## config.mk

```make
export PLATFORM = sky130hd
export DESIGN_NAME = cp0_timer_flat
export DESIGN_NICKNAME = d
export VERILOG_FILES = /design/src/rtl/cp0_timer_if.sv /design/src/rtl/cp0_timer.sv /design/src/flat_wrapper.sv
export SDC_FILE = /design/constraint.sdc
export NUM_CORES = 1
export LEC_CHECK = 0
export ABC_AREA = 1
export BUFFER_PORTS_ARGS = -buffer_cell sky130_fd_sc_hd__clkbuf_2
export CELL_PAD_IN_SITES_DETAIL_PLACEMENT = 1
export CELL_PAD_IN_SITES_GLOBAL_PLACEMENT = 1
export CORE_UTILIZATION = 35
export CTS_BUF_LIST = sky130_fd_sc_hd__clkbuf_16
export CTS_CLUSTER_DIAMETER = 100
export CTS_CLUSTER_SIZE = 24
export DETAILED_ROUTE_END_ITERATION = 7
export PLACE_DENSITY = 0.84
export SYNTH_ARGS = -nofsm -noshare
export SYNTH_HDL_FRONTEND = slang
export SYNTH_SLANG_ARGS = --single-unit
```

## constraint.sdc

```tcl
create_clock -name clk -period 3.3 [get_ports clk]
set_input_delay 0.66 -clock clk [delete_from_list [all_inputs] [get_ports clk]]
set_output_delay 0.66 -clock clk [all_outputs]
set_load 0.01 [all_outputs]
```

## src/rtl/cp0_timer_if.sv

```systemverilog
// Bridge-side register bus for the CP0 countdown timer: word address, write strobe,
// write/read data, and the interrupt line toward CP0 HWInt.
interface cp0_timer_if;
  logic [1:0]  addr;
  logic        we;
  logic [31:0] din;
  logic [31:0] dout;
  logic        irq;

  modport master (output addr, we, din, input dout, irq);
  modport slave  (input addr, we, din, output dout, irq);
endinterface

```

## src/rtl/cp0_timer.sv

```systemverilog
// Programmable countdown timer (one-shot / periodic) with maskable interrupt for CP0.
// Optional prescaler at addr3 enabled by defining CP0_TIMER_PRESCALE_EN.
module cp0_timer #(
  parameter logic [31:0] RESET_PRESET = 32'd0
) (
  input logic         clk,
  input logic         reset,
  cp0_timer_if.slave  bus
);

  typedef enum logic [1:0] {IDLE, LOAD, CNT, INT} state_t;

  state_t      state;
  logic        en;
  logic [1:0]  mode;
  logic        im;
  logic [31:0] preset;
  logic [31:0] count;
  logic        irq_flag;
  logic        ctrl_wr;
  logic        preset_wr;
  logic        step;

`ifdef CP0_TIMER_PRESCALE_EN
  logic [7:0]  prescale;
  logic [7:0]  pcnt;
  assign step = (pcnt == prescale);
`else
  assign step = 1'b1;
`endif

  assign ctrl_wr   = bus.we && (bus.addr == 2'd0);
  assign preset_wr = bus.we && (bus.addr == 2'd1);

  // Later assignments win: FSM expiry set overrides the software clear of irq_flag,
  // and the one-shot EN auto-clear yields to a same-cycle CTRL write.
  always_ff @(posedge clk) begin
    if (reset) begin
      state    <= IDLE;
      en       <= 1'b0;
      mode     <= 2'b00;
      im       <= 1'b0;
      preset   <= RESET_PRESET;
      count    <= 32'd0;
      irq_flag <= 1'b0;
`ifdef CP0_TIMER_PRESCALE_EN
      prescale <= 8'd0;
      pcnt     <= 8'd0;
`endif
    end else begin
      if (ctrl_wr)
        {im, mode, en} <= bus.din[3:0];
      if (preset_wr)
        preset <= bus.din;
`ifdef CP0_TIMER_PRESCALE_EN
      if (bus.we && (bus.addr == 2'd3))
        prescale <= bus.din[7:0];
`endif
      if (ctrl_wr || preset_wr)
        irq_flag <= 1'b0;

      case (state)
        IDLE: if (en) state <= LOAD;
        LOAD: begin
          count <= preset;
`ifdef CP0_TIMER_PRESCALE_EN
          pcnt  <= 8'd0;
`endif
          state <= CNT;
        end
        CNT: begin
          if (!en) begin
            state <= IDLE;
          end else begin
`ifdef CP0_TIMER_PRESCALE_EN
            pcnt <= step ? 8'd0 : pcnt + 8'd1;
`endif
            if (step) begin
              if (count > 32'd1) begin
                count <= count - 32'd1;
              end else begin
                count    <= 32'd0;
                irq_flag <= 1'b1;
                state    <= INT;
              end
            end
          end
        end
        INT: begin
          state <= IDLE;
          // Reserved MODE encodings (1x) behave as one-shot.
          if (mode == 2'b01)
            irq_flag <= 1'b0;
          else if (!ctrl_wr)
            en <= 1'b0;
        end
        default: state <= IDLE;
      endcase
    end
  end

  always_comb begin
    bus.dout = 32'd0;
    case (bus.addr)
      2'd0: bus.dout = {28'd0, im, mode, en};
      2'd1: bus.dout = preset;
      2'd2: bus.dout = count;
`ifdef CP0_TIMER_PRESCALE_EN
      2'd3: bus.dout = {24'd0, prescale};
`endif
      default: bus.dout = 32'd0;
    endcase
  end

  assign bus.irq = irq_flag & im;

endmodule

```

## src/flat_wrapper.sv

```systemverilog
// flat-port wrapper written by rule: the top's interface ports become plain ports
module cp0_timer_flat 
#(
  parameter logic [31:0] RESET_PRESET = 32'd0
)
  (clk, reset, bus_addr, bus_we, bus_din, bus_dout, bus_irq);
  cp0_timer_if bus_i ();
  input logic clk;
  input logic reset;
  input wire logic [$bits(bus_i.addr)-1:0] bus_addr;
  input wire logic [$bits(bus_i.we)-1:0] bus_we;
  input wire logic [$bits(bus_i.din)-1:0] bus_din;
  output wire logic [$bits(bus_i.dout)-1:0] bus_dout;
  output wire logic [$bits(bus_i.irq)-1:0] bus_irq;
  assign bus_i.addr = bus_addr;
  assign bus_i.we = bus_we;
  assign bus_i.din = bus_din;
  assign bus_dout = bus_i.dout;
  assign bus_irq = bus_i.irq;
  cp0_timer #(.RESET_PRESET(RESET_PRESET)) u_core (.clk(clk), .reset(reset), .bus(bus_i));
endmodule
```

==> impl_metrics.toml <==
[synthesis]
ys_ff_latch = 71
synth_top_area_frac = 0.345
syn_area_per_cell_um2 = 6.48
yosysTopAreaCell = "dfxtp_1"
synth_area_leaders = "dfxtp_1 34%, a21oi_1 9.8%, nand2_1 9.4%"
synth_area_um2 = 4130
synth_cell_types = 26
syn_inst = 637
synth-seq-area-share = 0.345
syn_nets = 676
yosysWarnings = 0

[clocking]
cts.path.max_buffers = 2
cts_hold_buf = 0
numCtsBuffers = 9
cts.reportedPaths.clkPinSlew_ns = 0.06
postCtsSetupRepairBufs = 0
clock_latency_ns = 0.34
root_buffer = "clkbuf_16"
h-tree-depth = 3
cts_num_sinks = 71
ctsResizeCount = 0
cts_tree = "yes"

[floorplan]
rows = 39
io_pins = 70
fp.dieH_um = 111
dieArea_um2 = 12200
core_area_um2 = 11500
die-width_um = 111
start_util = 0.360

[cells_and_area]
seqCellArea_um2 = 1420
fillCellCount = 1534
multiInputGateArea_um2 = 2230
antenna_cells = 0
final_util = 0.425
nNetsFinal = 735
drive_above_1_share = 0.183
stdcell_area_um2 = 4870
area_growth_pct = 18.0

[sta]
setup_viol = 0
rsz0062_at_grt = "false"
slew_headroom = 0.453
whs_ns = 0.472
fin_skew_ns = 0.00472
tns_ns = 0
max_clock_freq_ghz = 0.413
drv_slew = 0
worst_slew_pin_slew_ns = 0.821
period_needed_ns = 2.42
final-hold-violation-count = 0
finalCritPeriodShare = 0.733

[worst_setup_path]
start_kind = "input pin"
arrival_ns = 1.76
critPathCaptureType = "output port"
reg2reg_setup_slack_ns = 1.05
cp_max_fo = 15
reg2reg_from = "u_core.state[0]"
cp.required_ns = 2.64
crit_end = "bus_dout[1]"
critPathLaunch = "bus_addr[0]"
critical_path_class = "in -> out"
worstReg2RegEnd = "u_core.count[0]"
reg2reg_depth = 6

[run_status]
status = "finished, final reports clean"

[global_route]
antenna_found_initial = 0
grt_max_degree = 37
grt_pass1_wl_um = 23200
grt_use_total = 0.234
overflow = 0
grt_pass1_vias = 4710

[power]
vdd_ir_drop_max_mv = 0.265
power_density_nw_per_um2 = 502
power.leakage_nw = 2.17

[routing]
viasPerCell = 5.24
vias = 4425
wl_um = 13700
wl_per_cell_um = 16.2
drc = 0
drt_iter0_drc = 227
final_antenna_net_count = 0
dr.pass1.iters = 4

[run]
cap_violations = 0

[place]
dp_hpwl_um = 10000
port_buffers = 69
gp_congestion = 0.859
placed_cell_area_um2 = 4590

[worst_hold_path]
holdCritPathClass = "reg -> reg"
## synth_stat cells, drive strengths merged
library cell / number
nand2: 118
a21oi: 91
inv: 89
nor2: 82
o21ai: 80
dfxtp: 71
o22ai: 28
clkbuf: 23
nand3: 17
xor2: 15
buf: 8
and2: 5
nand4: 4
o221ai: 4
ha: 2
## cell type report
class	count	share of cell area
repair buffers	79	0.0864
clock inverters	7	0.0113
inverters	89	0.0686
flip-flops and latches	71	0.292
clock buffers	9	0.0463
well taps	143	0.0368
multi-input cells	446	0.459
## how the worst min path moves through the flow
stage	depth (start not counted)	from	slack [ns]	endpoint
global route	2	u_core.preset[31]	0.49	u_core.preset[31]
finish	2	u_core.preset[4]	0.47	u_core.preset[4]
global placement	2	u_core.preset[15]	0.46	u_core.preset[15]
detailed placement	2	u_core.preset[4]	0.46	u_core.preset[4]
CTS	2	u_core.preset[4]	0.47	u_core.preset[4]
floorplan	2	u_core.preset[1]	0.44	u_core.preset[1]
## kinds of logic (layout without fill, tap and decap cells)
group | Yosys count | in the layout | synth area share
DFF | 71 | 71 | 0.345
buffers and inverters | 120 | 184 | 0.115
and+or+nand+nor | 226 | 226 | 0.234
AOI/OAI and AO/OA | 203 | 203 | 0.268
xor gates and xnor gates | 15 | 15 | 0.0318
adders and majority gates | 2 | 2 | 0.00607
## state kept, by name (all words and copies together), names as in the netlist
register         flops
u_core.en            1
u_core.irq_flag      1
u_core.preset       32
u_core.count        32
u_core.mode          2
u_core.im            1
u_core.state         2
## power by group
group	total [mW]	internal (mW)	switching (mW)
sequential	0.928	0.896	0.0320
clock	0.942	0.571	0.370
combinational	0.573	0.188	0.385
total	2.44	1.66	0.788
## through the flow
step	setup WS, ns	power, mW	cells
after floorplan	1.18	1.34	637
after global placement	0.913	1.48	828
after detailed placement	0.849	1.51	828
after CTS	0.847	2.46	844
after global routing	0.761	2.57	844
final	0.880	2.44	844
## metal layers
layer	global-route usage	vias up	routed length (µm)
li1	-	2209	-
met1	0.298	2137	6380
met2	0.412	68	6760
met3	0.0247	11	389
met4	0.0782	0	180
met5	0	-	0
## critical path: stages
cell      delay (ns)
clkbuf_2        0.09
inv_1           0.04
nor2_1          0.31
inv_1           0.11
buf_4           0.21
o221ai_1        0.17
clkbuf_2        0.16
## placed cells by master, fill, tap and decap left out, drive strengths merged
master	n
inv	90
clkbuf	78
a21oi	91
nand3	17
o21ai	80
nor2	82
nand4	4
buf	10
and2	5
ha	2
nand2	118
bufinv	1
clkinv	5
xor2	15
o221ai	4
o22ai	28
dfxtp	71
Power figures use the tool's default switching activity.
